**src/rtl/instr_fetch_tx_pkg.sv**
```systemverilog
// Shared types and constants for the instruction-fetch transmitter.
// Latency: n/a (package).
// Backpressure: n/a (package).
package instr_fetch_tx_pkg;

  typedef enum logic [2:0] {
    IDLE,
    FETCH,
    LOAD,
    REQ,
    RTZ
  } state_e;

  localparam int INSTR_W   = 16;
  localparam int PAYLOAD_W = 14;

  localparam logic [1:0] TAG_SPACER = 2'b00;
  localparam logic [1:0] PH_A       = 2'b01;
  localparam logic [1:0] PH_B       = 2'b10;

  localparam logic [INSTR_W-1:0] SPACER_WORD = {TAG_SPACER, {PAYLOAD_W{1'b0}}};

  // Phase token alternates A <-> B after every completed return-to-zero.
  function automatic logic [1:0] next_phase(input logic [1:0] ph);
    return (ph == PH_A) ? PH_B : PH_A;
  endfunction

endpackage

```
**src/rtl/instr_fetch_tx_sync_ff.sv**
```systemverilog
// Multi-flop bit synchronizer for an asynchronous level input, clears to 0.
// Latency: STAGES clock cycles (at least 2 flops are always built).
// Backpressure: none; a plain level follower.
module instr_fetch_tx_sync_ff #(
  parameter int STAGES = 2
) (
  input  logic clk,
  input  logic rst_n,
  input  logic d,
  output logic q
);

  // Fewer than two flops would not give metastability a full cycle to resolve.
  localparam int N = (STAGES < 2) ? 2 : STAGES;

  logic [N-1:0] sync_q;
  logic [N-1:0] sync_d;

  // Shift the raw input one stage deeper per clock.
  always_comb begin
    sync_d = {sync_q[N-2:0], d};
  end

  // Synchronizer chain with asynchronous clear.
  always_ff @(posedge clk or negedge rst_n) begin
    if (!rst_n) begin
      sync_q <= '0;
    end else begin
      sync_q <= sync_d;
    end
  end

  assign q = sync_q[N-1];

endmodule

```
**src/rtl/instr_fetch_tx.sv**
```systemverilog
// Fetches 14-bit instructions from a sync ROM and sends them phase-tagged over a 4-phase ack handshake.
// Latency: data valid 2 cycles after FETCH entry; next word only after ack rises and returns to zero.
// Backpressure: waits indefinitely on ack (sticky timeout_err after TIMEOUT_CYC); redirects while busy are queued.
module instr_fetch_tx
  import instr_fetch_tx_pkg::*;
#(
  parameter int ADDR_W      = 8,
  parameter int RESET_PC    = 0,
  parameter int SYNC_STAGES = 2,
  parameter int TIMEOUT_CYC = 1024
) (
  input  logic                 clk,
  input  logic                 rst_n,
  input  logic                 run,
  input  logic                 pc_load,
  input  logic [ADDR_W-1:0]    pc_new,
  output logic                 rom_en,
  output logic [ADDR_W-1:0]    rom_addr,
  input  logic [PAYLOAD_W-1:0] rom_data,
  output logic [INSTR_W-1:0]   data,
  output logic [1:0]           ph,
  input  logic                 ack_in,
  output logic                 busy,
  output logic [15:0]          words_sent,
  output logic                 timeout_err
);

  localparam int                CNT_W    = $clog2(TIMEOUT_CYC + 1);
  localparam logic [CNT_W-1:0]  TO_LIMIT = CNT_W'(TIMEOUT_CYC);
  localparam logic [ADDR_W-1:0] PC_RST   = ADDR_W'(RESET_PC);

  logic                ack_s;

  state_e              state_q,       state_d;
  logic [ADDR_W-1:0]   pc_q,          pc_d;
  logic [INSTR_W-1:0]  data_q,        data_d;
  logic [1:0]          ph_q,          ph_d;
  logic                rom_en_q,      rom_en_d;
  logic [15:0]         words_sent_q,  words_sent_d;
  logic                timeout_err_q, timeout_err_d;
  logic                pend_vld_q,    pend_vld_d;
  logic [ADDR_W-1:0]   pend_pc_q,     pend_pc_d;
  logic [CNT_W-1:0]    to_cnt_q,      to_cnt_d;
  logic                wait_tick;

  instr_fetch_tx_sync_ff #(
    .STAGES(SYNC_STAGES)
  ) u_ack_sync (
    .clk  (clk),
    .rst_n(rst_n),
    .d    (ack_in),
    .q    (ack_s)
  );

  // Next-state, datapath and handshake bookkeeping; ack is only looked at in REQ/RTZ.
  always_comb begin
    state_d       = state_q;
    pc_d          = pc_q;
    data_d        = data_q;
    ph_d          = ph_q;
    rom_en_d      = 1'b0;
    words_sent_d  = words_sent_q;
    timeout_err_d = timeout_err_q;
    pend_vld_d    = pend_vld_q;
    pend_pc_d     = pend_pc_q;
    to_cnt_d      = to_cnt_q;
    wait_tick     = 1'b0;

    // A redirect that arrives mid-word is parked; the newest one wins.
    if (pc_load && (state_q != IDLE)) begin
      pend_vld_d = 1'b1;
      pend_pc_d  = pc_new;
    end

    case (state_q)
      IDLE: begin
        if (pc_load) begin
          // Direct redirect supersedes any older parked target and blocks launch this cycle.
          pc_d       = pc_new;
          pend_vld_d = 1'b0;
        end else if (pend_vld_q) begin
          pc_d       = pend_pc_q;
          pend_vld_d = 1'b0;
        end else if (run && !ack_s) begin
          state_d  = FETCH;
          rom_en_d = 1'b1;
        end
      end
      FETCH: begin
        state_d = LOAD;
      end
      LOAD: begin
        data_d   = {ph_q, rom_data};
        state_d  = REQ;
        to_cnt_d = '0;
      end
      REQ: begin
        if (ack_s) begin
          data_d       = SPACER_WORD;
          pc_d         = pc_q + ADDR_W'(1);
          words_sent_d = words_sent_q + 16'd1;
          state_d      = RTZ;
          to_cnt_d     = '0;
        end else begin
          wait_tick = 1'b1;
        end
      end
      RTZ: begin
        if (!ack_s) begin
          ph_d    = next_phase(ph_q);
          state_d = IDLE;
        end else begin
          wait_tick = 1'b1;
        end
      end
      default: begin
        state_d = IDLE;
      end
    endcase

    // Waiting on the receiver: count cycles, saturate, and flag once the limit is hit.
    if (wait_tick) begin
      if (to_cnt_q != TO_LIMIT) begin
        to_cnt_d = to_cnt_q + CNT_W'(1);
      end
      if (to_cnt_q >= (TO_LIMIT - CNT_W'(1))) begin
        timeout_err_d = 1'b1;
      end
    end
  end

  // All state and outputs registered; reset drops the receiver to a spacer immediately.
  always_ff @(posedge clk or negedge rst_n) begin
    if (!rst_n) begin
      state_q       <= IDLE;
      pc_q          <= PC_RST;
      data_q        <= SPACER_WORD;
      ph_q          <= PH_A;
      rom_en_q      <= 1'b0;
      words_sent_q  <= 16'd0;
      timeout_err_q <= 1'b0;
      pend_vld_q    <= 1'b0;
      pend_pc_q     <= '0;
      to_cnt_q      <= '0;
    end else begin
      state_q       <= state_d;
      pc_q          <= pc_d;
      data_q        <= data_d;
      ph_q          <= ph_d;
      rom_en_q      <= rom_en_d;
      words_sent_q  <= words_sent_d;
      timeout_err_q <= timeout_err_d;
      pend_vld_q    <= pend_vld_d;
      pend_pc_q     <= pend_pc_d;
      to_cnt_q      <= to_cnt_d;
    end
  end

  assign rom_en      = rom_en_q;
  assign rom_addr    = pc_q;
  assign data        = data_q;
  assign ph          = ph_q;
  assign words_sent  = words_sent_q;
  assign timeout_err = timeout_err_q;
  assign busy        = (state_q != IDLE);

endmodule

```
**config.mk**
```make
export PLATFORM = sky130hd
export DESIGN_NAME = instr_fetch_tx
export DESIGN_NICKNAME = d
export VERILOG_FILES = /design/src/rtl/instr_fetch_tx_pkg.sv /design/src/rtl/instr_fetch_tx_sync_ff.sv /design/src/rtl/instr_fetch_tx.sv
export SDC_FILE = /design/constraint.sdc
export NUM_CORES = 1
export LEC_CHECK = 0
export BUFFER_PORTS_ARGS = -buffer_cell sky130_fd_sc_hd__clkbuf_2
export CORE_MARGIN = 8
export CORE_UTILIZATION = 38
export CTS_CLUSTER_DIAMETER = 150
export DETAILED_ROUTE_END_ITERATION = 10
export GPL_TIMING_DRIVEN = 0
export PLACE_DENSITY = 0.73
export SLEW_MARGIN = 25
export SYNTH_ARGS = -nofsm -noshare
export SYNTH_HDL_FRONTEND = slang
export SYNTH_SLANG_ARGS = --single-unit
```
**constraint.sdc**
```tcl
create_clock -name clk -period 1.7 [get_ports clk]
set_clock_uncertainty 0.2 [all_clocks]
set_input_delay 0.17 -clock clk [delete_from_list [all_inputs] [get_ports clk]]
set_output_delay 0.17 -clock clk [all_outputs]
set_load 0.05 [all_outputs]
```
== Word level (Yosys, flattened, before mapping) ==
Index checks and enable logic that the tools add are counted.

* Reduce and logical (&&, ||, !) cells: 13
* Eq/ne operators: 12
* Order comparisons: 1
* Bitwise gates (word level): 1
* Mux-type cells: 28
* $add $sub $neg: 3

{| class="wikitable"
|+ Operator list
! kind !! number
|-
| 11-bit 2-to-1 mux || 3
|-
| 16-bit case mux with 2 select lines || 1
|-
| 8-bit 2-to-1 mux || 3
|-
| 11-bit case mux with 2 select lines || 1
|-
| 16-bit by 1-bit adder with 16-bit output, second input constant || 1
|-
| 16-bit 2-to-1 mux || 1
|-
| 8-bit case mux with 2 select lines || 1
|-
| 3-bit 2-to-1 mux || 5
|-
| 3-bit case mux with 5 select lines || 1
|-
| 11-bit by 1-bit adder with 11-bit output, second input constant || 1
|-
| 11-bit by 10-bit greater-or-equal comparator with 1-bit output, second input constant || 1
|-
| 11-bit inequality test, second input constant || 1
|-
| 1-bit 2-to-1 mux || 10
|-
| 8-bit by 1-bit adder with 8-bit output, second input constant || 1
|-
| 2-bit inequality test, second input constant || 4
|-
| 2-bit AND reduction || 4
|-
| 3-bit by 2-bit == test with 1-bit output, second input constant || 2
|-
| 5-bit AND reduction || 1
|-
| 2-bit nonzero test || 2
|-
| 3-bit by 1-bit == test with 1-bit output, second input constant || 1
|-
| 3-bit == test, second input constant || 1
|-
| 3-bit logical NOT || 1
|-
| 3-bit inequality test, second input constant || 1
|-
| 3-bit AND reduction || 1
|-
| other kinds (8) || 9
|}

* Logic and storage cells: 69
* Flip-flop bits (word level): 69
* Output and inout bits: 45

== Longest topological paths before layout ==
Gate-level depths: netlist of the first run.

* Word-level depth: 6
* Depth in mapped cells: 7

== Hierarchy ==
A second synthesis of the first run with hierarchy kept.

* Cells, all modules: 314
* Area, all modules: 3,254.4 um2

{| class="wikitable"
|+ By module, submodules not included
! module !! cells an instance !! times used !! seq. area each (um2) !! area each (um2)
|-
| instr_fetch_tx || 312 || 1 || 1,677.9 || 3,204.3
|-
| instr_fetch_tx_sync_ff || 2 || 1 || 50.0 || 50.0
|}

== Least setup slack after synthesis of the first run ==
No wires, ideal clock.

* Path type: reg2reg
* Start: register state_q[0]
* End: register pend_pc_q[0]
* Path buffers: 2
* Setup slack: -0.401 ns
* Stages on the path, launching flop included: 6
* Arrival time: 1.776 ns
* Library setup time: 0.125 ns
* Period minus slack after synthesis: 2.101 ns
* Cells stage by stage: dfrtp_1 -> buf_2 -> or3_1 -> clkbuf_1 -> nand2_2 -> mux2_2

* Cells in the longest elaborated chain, start to end: 2

{| class="wikitable"
|+ RTL lines
! item !! RTL line !! RTL
|-
| from (decl) || instr_fetch_tx.sv:34 || <nowiki>state_e state_q, state_d;</nowiki>
|-
| from (signal assigned) || instr_fetch_tx.sv:146 || <nowiki>state_q <= state_d;</nowiki>
|-
| 3-bit nonzero test || -- ||
|-
| net busy || instr_fetch_tx.sv:23 || <nowiki>output logic busy,</nowiki>
|-
| 1-bit logical AND || instr_fetch_tx.sv:70 || <nowiki>if (pc_load && (state_q != IDLE)) begin</nowiki>
|-
| to (signal assigned) || instr_fetch_tx.sv:154 || <nowiki>pend_pc_q <= pend_pc_d;</nowiki>
|-
| to (decl) || instr_fetch_tx.sv:42 || <nowiki>logic [ADDR_W-1:0] pend_pc_q, pend_pc_d;</nowiki>
|}

The timed path passes the listed nets, and every way through them passes these cells.
A chain may end at the register's enable or synchronous reset.

== Worst setup path in the final report of the first run ==
* Start: register state_q[1]
* End: output busy

* Cells in the longest elaborated chain, start to end: 1

{| class="wikitable"
|+ RTL lines
! item !! RTL line !! RTL
|-
| 3-bit nonzero test || instr_fetch_tx.sv:165 || <nowiki>assign busy = (state_q != IDLE);</nowiki>
|-
| to (decl) || instr_fetch_tx.sv:23 ||
|}

Every way passes these cells.

==> results.toml, run 1 <==
[route]
drt_wl_total_microns = 9208
wl_per_cell_microns = 16.13
firstDrtPassIters = 4
drc_errors = 0
via_count = 2992
ant_nets = 0
drt_iter0_markers = 127
viasPerCell = 5.240

[setup_path]
r2r_end = "pend_pc_q[4]"
crit_family = "buffers and inverters"
rrSetupSlack_ns = -0.17
startpoint_type = "register"
cp_max_fo = 4
crit_path_cell_trace = "buf_6 > or3_4 > buf_8 > clkbuf_16"
end_kind = "primary output"
timing.rr.start = "state_q[1]"
r2r_cells = 6
critPathKind = "reg2out"
crit_buf_inv = 3
cpPeakStageDelay_ns = 0.39
slowest_stage = "dfrtp_1"
crit_required_ns = 1.33
cp.arrival_ns = 1.51

[timing]
timing.final.crit_share = 1.108
finalSetupTns_ns = -2.864
timing.final.ws_setup_ns = -0.1844
rsz0062_at_grt = "yes"
finalHoldViolations = 0
fin_crit_ns = 1.884
timing.fmax_ghz = 0.5307
slew_viol_final = 0
finalSetupViolCount = 35
max-slew-margin-rel = 0.5173
tightest_slew_ns = 0.7240

[power]
total_leakage_power_nw = 2.368
power_frac_comb = 0.565
power_density_nw_per_um2 = 1792
seqPwrFrac = 0.288
intPower_mw = 4.932
pwr-share-clk = 0.147
switching_power_mw = 4.120
irDropWorstVdd_v = 0.001031
swShare = 0.4551

[cells_and_area]
nNetsFinal = 489
multi_input_area_sq_um = 1817
diodes = 0
final_area_sq_um = 5052
fin_util = 0.5909
drive_gt1_frac = 0.4708
area_growth_pct = 54.48
nFillCells = 677
seq_area_sq_um = 1747

[synth]
avgSynthCellArea_sq_um = 10.38
synth_edf_count = 0
yosysWarnings = 0
synth_top_area_frac = 0.5203
synth_cells = 315
synth_cell_types = 56
synth-seq-cells = 69
yosysTopAreaCell = "dfrtp_1"
synth_fp_nets = 346
ys_seq_area_frac = 0.5283
synthTopCellsByArea = "dfrtp_1 (52%), nand2_1 (5.9%), mux2_2 (3.8%)"
syn_area_sq_um = 3271
synthArstFlopShare = 1.000
synth_ff_type = "dfrtp_1"

[status]
status = "complete, but fails checks"
violations = "negative setup slack"

[global_route]
grt_antenna_before_repair = 0
overflow = 0
grt_pass1_vias = 3080
grt_pass1_wl_microns = 14400
grt_usage = 0.1504
grt_max_degree = 44

[worst_hold_path]
hp-class = "in2reg"
whs_path_depth = 3
min_to = "rom_en"
hold_path_startpoint = "run"

[placed_design]
gp_congestion = 0.8640
io_buffers = 71
dpl_cell_area_sq_um = 3834
dp_slack_ns = -0.1684
hpwlAfterDp_microns = 5580

[floorplan]
start_util = 0.3825
fp.dieW_microns = 108.8
rows = 34
die_h_microns = 108.8
io-pin-count = 72
die-area_sq_um = 11830
design.core.area_sq_um = 8551

[run]
cap_violations = 0

[clock_network]
cts_buffers = 9
htreeDepth = 3
clk_pin_slew_ns = 0.07
cts_root_buffer = "clkbuf_8"
clk_latency_ns = 0.34
cts_max_path_buffers = 2
clock-sinks = 69
cts_tree = "done"
[stage by stage]
| step | power [mW] | std cells | hold WS, ns |
|---|---|---|---|
| after CTS | 8.300 | 557 | 0.02643 |
| final | 9.051 | 571 | 0.06316 |
| after detailed placement | 6.252 | 495 | -0.05663 |
| after global routing | 9.572 | 571 | 0.06664 |
| after floorplan | 5.324 | 315 | -0.3256 |
| after global placement | 6.146 | 494 | 0.08287 |
[layer usage]
layer  part of all wire  GRT usage  vias to the layer above
met5                  0          0                        -
met3              0.073    0.04137                       19
li1                   -          -                     1413
met2               0.51     0.2502                      111
met1               0.40     0.1792                     1449
met4              0.018    0.06452                        0
[power groups by stage]
stage | clock network, mW | logic, mW | registers (mW)
after floorplan | 0 | 1.63 | 3.69
after global placement | 0 | 3.60 | 2.55
after detailed placement | 0 | 3.67 | 2.58
after CTS | 1.37 | 4.37 | 2.56
after global routing | 1.44 | 5.47 | 2.67
final | 1.33 | 5.11 | 2.60
[cell type report]
class / count / area share
Buffer: 14 / 0.02823
Clock buffer: 12 / 0.02873
Clock inverter: 4 / 0.009658
Inverter: 5 / 0.003715
Multi-Input combinational cell: 224 / 0.3596
Sequential cell: 69 / 0.3457
Tap cell: 108 / 0.02675
Timing Repair Buffer: 135 / 0.1976
[what timing repair did]
action / in CTS / in global routing
gates resized for setup: 56 / 72
cloned: 1 / 1
endpoints found under the setup margin: 59 / 58
pin swaps: 20 / 23
setup buffers: 23 / 14
endpoints found under the hold margin: 91 / 0
hold buffers: 24 / 0
[flip-flops by register name (all words and copies together), names as in the netlist]
name / cells
pend_pc_q: 8
words_sent: 16
rom_en: 1
data: 16
u_ack_sync.sync_q: 2
pend_vld_q: 1
ph: 2
to_cnt_q: 11
rom_addr: 8
timeout_err: 1
state_q: 3
[synth_stat cells, types with 3 or more instances]
cell type  count
o21ai_0       21
inv_1          5
ha_1           4
nor4_1         3
nand4_1        3
a21oi_1        3
a211oi_1       3
xor2_1         6
and2_1         4
nand2b_1       3
nor2b_1        3
a31oi_1        5
and3_1         4
mux2_2        11
xnor2_1       11
nor2_1        14
clkbuf_1      10
o22a_1         4
dfrtp_1       68
nand2_1       51
buf_2          5
nand3_1       14
mux2i_1        9
nor3_1         6
[how the worst max path moves through the flow]
stage                     from            end  slack (ns)  cells after the start
floorplan           state_q[0]   pend_pc_q[0]       -0.09                      5
global placement         rst_n    rom_addr[2]       -0.38                      1
detailed placement  state_q[2]  words_sent[8]       -0.17                      5
CTS                 state_q[1]           busy       -0.21                      4
global route        state_q[0]  words_sent[8]       -0.22                      7
finish              state_q[1]           busy       -0.18                      4
[cell usage in the layout, fill, tap and decap left out, types with 5 or more instances in the layout]
cell type / instances
clkbuf_8: 11
nor2_4: 5
xnor2_1: 10
mux2_4: 8
nand3_1: 6
clkbuf_2: 70
dfrtp_2: 15
o21ai_0: 16
buf_4: 28
buf_6: 16
nand2_1: 47
nor2_1: 7
nand3_2: 6
xor2_1: 6
dfrtp_1: 53
mux2i_1: 9
o21ai_1: 5
inv_1: 5
dlygate4sd3_1: 24
[tightest hold or removal path, stage by stage]
cell,delay (ns)
clkbuf_2,0.09
nor4b_1,0.15
nor2b_1,0.15
[cells by family after synthesis]
kind of cell             after synthesis  synth area share
buffers and inverters                 22           0.02946
multiplexers                          20           0.06542
AO/OA/AOI/OAI                         58            0.1190
AND/OR/NAND/NOR                      125            0.1970
flip-flops                            69            0.5283
XOR/XNOR                              17           0.04552
adder cells (fa/ha/maj)                4           0.01530
Note: power is estimated with default switching activity, not from simulation.
==> run 2, diff against run 1 <==
--- a/config.mk
+++ b/config.mk
@@ -7,11 +7,11 @@
 export LEC_CHECK = 0
 export BUFFER_PORTS_ARGS = -buffer_cell sky130_fd_sc_hd__clkbuf_2
 export CORE_MARGIN = 8
-export CORE_UTILIZATION = 38
+export CORE_UTILIZATION = 49
 export CTS_CLUSTER_DIAMETER = 150
 export DETAILED_ROUTE_END_ITERATION = 10
 export GPL_TIMING_DRIVEN = 0
-export PLACE_DENSITY = 0.73
+export PLACE_DENSITY = 0.87
 export SLEW_MARGIN = 25
 export SYNTH_ARGS = -nofsm -noshare
 export SYNTH_HDL_FRONTEND = slang
==> run 2 against run 1 <==
  * The run still ends with negative setup slack left
  * Power is 4.8% higher
  * Worst setup slack worse by 0.055 ns
  * Combinational power grew 7.0%
  * Critical path depth increased by 3
  * Worst hold slack better by 0.075 ns
  * Final cell count down 6.0%
  * Sequential share of layout area increased by 0.077 points
  * Clock power about the same
  * Non-clock buffer count fell by 3
  * Critical path type is now reg2reg
  * Highest routed layer unchanged
==> results.toml, run 2 (synthesis gave the netlist of run 1 again) <==
[status]
status = "complete, but fails checks"
violations = "negative setup slack"

[global_route]
grt_usage = 0.2117
overflow = 0
grt_pass1_vias = 3293
grt_antenna_before_repair = 1
grt_pass1_wl_microns = 16440
grt_max_degree = 43

[power]
swShare = 0.4700
irDropWorstVdd_v = 0.001269
power_frac_comb = 0.576
power_density_nw_per_um2 = 1882
pwr-share-clk = 0.140
seqPwrFrac = 0.284
switching_power_mw = 4.460
intPower_mw = 5.030
p_total_mw = 9.490
total_leakage_power_nw = 2.348

[floorplan]
die-area_sq_um = 9545
rows = 29
fp.dieW_microns = 97.70
die_h_microns = 97.70
start_util = 0.5093
io-pin-count = 72
design.core.area_sq_um = 6422

[setup_path]
r2r_cells = 7
rrSetupSlack_ns = -0.24
end_kind = "register"
critPathKind = "reg2reg"
startpoint_type = "register"
cp.arrival_ns = 1.97
crit_required_ns = 1.73
r2r_end = "to_cnt_q[4]"
timing.rr.start = "state_q[0]"
cp_max_fo = 6

[timing]
timing.fmax_ghz = 0.5157
finalHoldViolations = 0
slew_viol_final = 0
finalSetupViolCount = 41
max-slew-margin-rel = 0.4120
rsz0062_at_grt = "yes"
timing.final.crit_share = 1.141
timing.final.ws_setup_ns = -0.2389
finalSetupTns_ns = -4.934
tightest_slew_ns = 0.8820
fin_crit_ns = 1.939

[placed_design]
io_buffers = 71
gp_congestion = 0.8069
placed_cells = 464
hpwlAfterDp_microns = 5559

[route]
ant_nets = 0
via_count = 3140
wl_per_cell_microns = 20.98
drt_wl_total_microns = 11270
viasPerCell = 5.847
firstDrtPassIters = 4
drt_iter0_markers = 200
drc_errors = 0

[clock_network]
cts_max_path_buffers = 2
cts_buffers = 9
cts_root_buffer = "clkbuf_8"
clk_latency_ns = 0.34
htreeDepth = 3
cts_tree = "done"
clk_pin_slew_ns = 0.08
clock-sinks = 69

[cells_and_area]
layout_commonest_cell = "clkbuf_2"
fin_util = 0.7849
stdcell_count = 537
drive_gt1_frac = 0.4662
nFillCells = 368
final_cell_mix = "clkbuf_2 (70), dfrtp_1 (53), nand2_1 (47)"
area_growth_pct = 54.13
nNetsFinal = 486

[worst_hold_path]
hp-class = "in2async"

[run]
cap_violations = 0
run 2: changes by cell type in the layout (fill, tap and decap cells not counted), moves of 3 or more:
cell	change
buf_4	-7
buf_6	+3
nand3_1	+4
nand3_2	-4
run 2: worst max path at each step:
stage | startpoint | end | slack [ns]
after floorplan | state_q[0] | pend_pc_q[0] | -0.09
after global placement | rst_n | rom_addr[4] | -0.35
after detailed placement | state_q[2] | rom_addr[3] | -0.15
after CTS | state_q[0] | busy | -0.22
after global routing | state_q[0] | to_cnt_q[8] | -0.27
final | state_q[0] | to_cnt_q[4] | -0.24
run 2: per-stage QoR:
stage / setup slack, ns / area, sq um / hold WS [ns]
after detailed placement: -0.1545 / 3795 / -0.05243
after floorplan: -0.09289 / 3321 / -0.3256
after global routing: -0.2656 / 5041 / 0.1536
final: -0.2389 / 5041 / 0.1377
after global placement: -0.3503 / 3772 / 0.08008
after CTS: -0.2242 / 4621 / 0.1158
run 2: critical path, stage by stage (launching register included):
cell and delay (ns):
dfrtp_1 0.39, buf_6 0.13, buf_6 0.11, and4bb_4 0.37, buf_4 0.13, o2111ai_2 0.13, xnor2_1 0.18, and2_1 0.18
run 2: layout make-up:
class	count	area (sq um)	share of cell area
diodes	1	2.502	0.0004964
clock buffers	13	148.9	0.02954
inverters	5	18.77	0.003723
well taps	77	96.34	0.01911
clock inverters	2	35.03	0.006950
flip-flops and latches	69	1747	0.3465
repair buffers	133	992.2	0.1968
plain buffers	13	135.1	0.02681
multi-input cells	224	1866	0.3701
run 2: what timing repair did:
item | 4_1_cts | 5_1_grt
hold buffers | 25 | 0
resized for setup | 56 | 82
setup buffers | 18 | 15
cloned | 1 | 3
hold endpoints to repair | 92 | 0
pin swaps | 18 | 33
setup endpoints to repair | 59 | 56
run 2: power by group through the flow:
stage	Combinational, mW	Clock, mW	Sequential (mW)
floorplan	1.63	0	3.69
CTS	4.37	1.32	2.59
global placement	3.57	0	2.55
detailed placement	3.68	0	2.58
global route	5.78	1.40	2.76
finish	5.47	1.33	2.70
run 2: layer usage:
metal / share of wire / vias up / GRT usage
li1: - / 1401 / -
met1: 0.38 / 1555 / 0.2327
met2: 0.51 / 142 / 0.3506
met3: 0.065 / 42 / 0.07736
met4: 0.040 / 0 / 0.1127
met5: 0 / - / 0
==> run 3, diff against run 2 <==
--- a/config.mk
+++ b/config.mk
@@ -9,9 +9,11 @@
 export CORE_MARGIN = 8
 export CORE_UTILIZATION = 49
 export CTS_CLUSTER_DIAMETER = 150
+export CTS_CLUSTER_SIZE = 10
 export DETAILED_ROUTE_END_ITERATION = 10
 export GPL_TIMING_DRIVEN = 0
 export PLACE_DENSITY = 0.87
+export RECOVER_POWER = 100
 export SLEW_MARGIN = 25
 export SYNTH_ARGS = -nofsm -noshare
 export SYNTH_HDL_FRONTEND = slang
==> run 3 against run 2 <==
  * The run still ends with negative setup slack left
  * Maximum frequency is 0.26% lower
  * Combinational power is 0.9% lower
  * Core utilization is 0.56 points lower
  * Largest power group unchanged
  * Register-to-register slack hardly changed
  * Flip-flop and latch count stayed put
  * Clock-buffer cell count stayed put
  * Routed wire length is 0.14% lower
  * Final cell count stayed put
  * Critical path depth stayed put
  * Power is 0.59% lower
==> results.toml, run 3 (synthesis gave the netlist of run 1 again) <==
[status]
status = "complete, but fails checks"
violations = "negative setup slack"

[worst_hold_path]
whs_path_depth = 0
hp-class = "reg2reg"

[global_route]
grt_pass1_vias = 3293
grt_pass1_wl_microns = 16440
overflow = 0
grt_max_degree = 43
grt_antenna_before_repair = 1
grt_usage = 0.2117

[setup_path]
startpoint_type = "register"
cp.arrival_ns = 1.97
r2r_cells = 7
critPathKind = "reg2reg"
cp_max_fo = 6
end_kind = "register"
crit_required_ns = 1.73

[clock_network]
clock-sinks = 69
cts_max_path_buffers = 2
htreeDepth = 3
cts_tree = "done"
cts_root_buffer = "clkbuf_8"
cts_buffers = 9
clk_latency_ns = 0.34
clk_pin_slew_ns = 0.07

[cells_and_area]
stdcell_count = 537
fin_util = 0.7793
area_growth_pct = 53.02
final_cell_mix = "dfrtp_1 (56), clkbuf_2 (54), nand2_1 (47)"
seq_area_sq_um = 1743
multi_input_area_sq_um = 1866
final_area_sq_um = 5005
nNetsFinal = 486
drive_gt1_frac = 0.4227
layout_commonest_cell = "dfrtp_1"
nFillCells = 387

[route]
drt_iter0_markers = 210
via_count = 3129
drc_errors = 0
ant_nets = 0
wl_per_cell_microns = 20.95
firstDrtPassIters = 4
viasPerCell = 5.827
drt_wl_total_microns = 11250

[floorplan]
design.core.area_sq_um = 6422
start_util = 0.5093
fp.dieW_microns = 97.70
die_h_microns = 97.70
rows = 29
io-pin-count = 72
die-area_sq_um = 9545

[timing]
timing.final.ws_setup_ns = -0.2440
rsz0062_at_grt = "yes"
max-slew-margin-rel = 0.4161
tightest_slew_ns = 0.8758
slew_viol_final = 0
finalHoldViolations = 0
finalSetupTns_ns = -4.809
timing.fmax_ghz = 0.5144
finalSetupViolCount = 40
fin_crit_ns = 1.944
worst_hold_slack_ns = 0.1509
timing.final.crit_share = 1.144

[placed_design]
placed_cells = 464
dpl_cell_area_sq_um = 3795
io_buffers = 71
dp_slack_ns = -0.1545
gp_congestion = 0.8069
hpwlAfterDp_microns = 5559

[power]
power_density_nw_per_um2 = 1885
total_leakage_power_nw = 2.293
p_total_mw = 9.434
irDropWorstVdd_v = 0.001255

[run]
cap_violations = 0
## run 3: report_power, final
part / internal [mW] / switching, mW
Combinational: 2.11 / 3.31
Sequential: 2.17 / 0.522
Clock: 0.711 / 0.616
Total: 4.98 / 4.45
## run 3: what timing repair did
action | 4_1_cts | 5_1_grt
hold endpoints to repair | 92 | 0
setup endpoints to repair | 59 | 56
setup buffers | 18 | 15
resized for setup | 56 | 82
gates cloned | 1 | 3
hold buffers | 25 | 0
pin swaps | 18 | 33
## run 3: per-layer routing
metal	vias to the layer above	track usage	wire (microns)
li1	1401	-	-
met1	1553	0.2327	4305
met2	133	0.3506	5749
met3	42	0.07736	746
met4	0	0.1127	450
met5	-	0	0
## run 3: final timing paths
check / slack [ns] / to / start
setup / recovery: -0.24 / to_cnt_q[4] / state_q[0]
hold / removal: 0.15 / u_ack_sync.sync_q[1] / u_ack_sync.sync_q[0]
setup reg to reg: -0.24 / to_cnt_q[4] / state_q[0]
hold reg to reg: 0.15 / u_ack_sync.sync_q[1] / u_ack_sync.sync_q[0]
max in group asynchronous: 0.20 / ph[0] / rst_n
min in group asynchronous: 0.23 / data[10] / rst_n
## run 3: area by class of cell
cell class                 count  area share
antenna                        1   0.0005000
buffer                        13     0.02700
clock buffer                  13     0.02975
clock inverter                 2    0.007000
inverter                       5    0.003750
multi-input combinational    224      0.3728
sequential                    69      0.3482
tap                           77     0.01925
timing repair buffer         133      0.1917
## run 3: critical path, cell delays in order (launching register included)
cell and delay (ns):
dfrtp_1 0.39, buf_6 0.13, buf_6 0.11, and4bb_4 0.37, buf_4 0.13, o2111ai_2 0.14, xnor2_1 0.18, and2_1 0.19
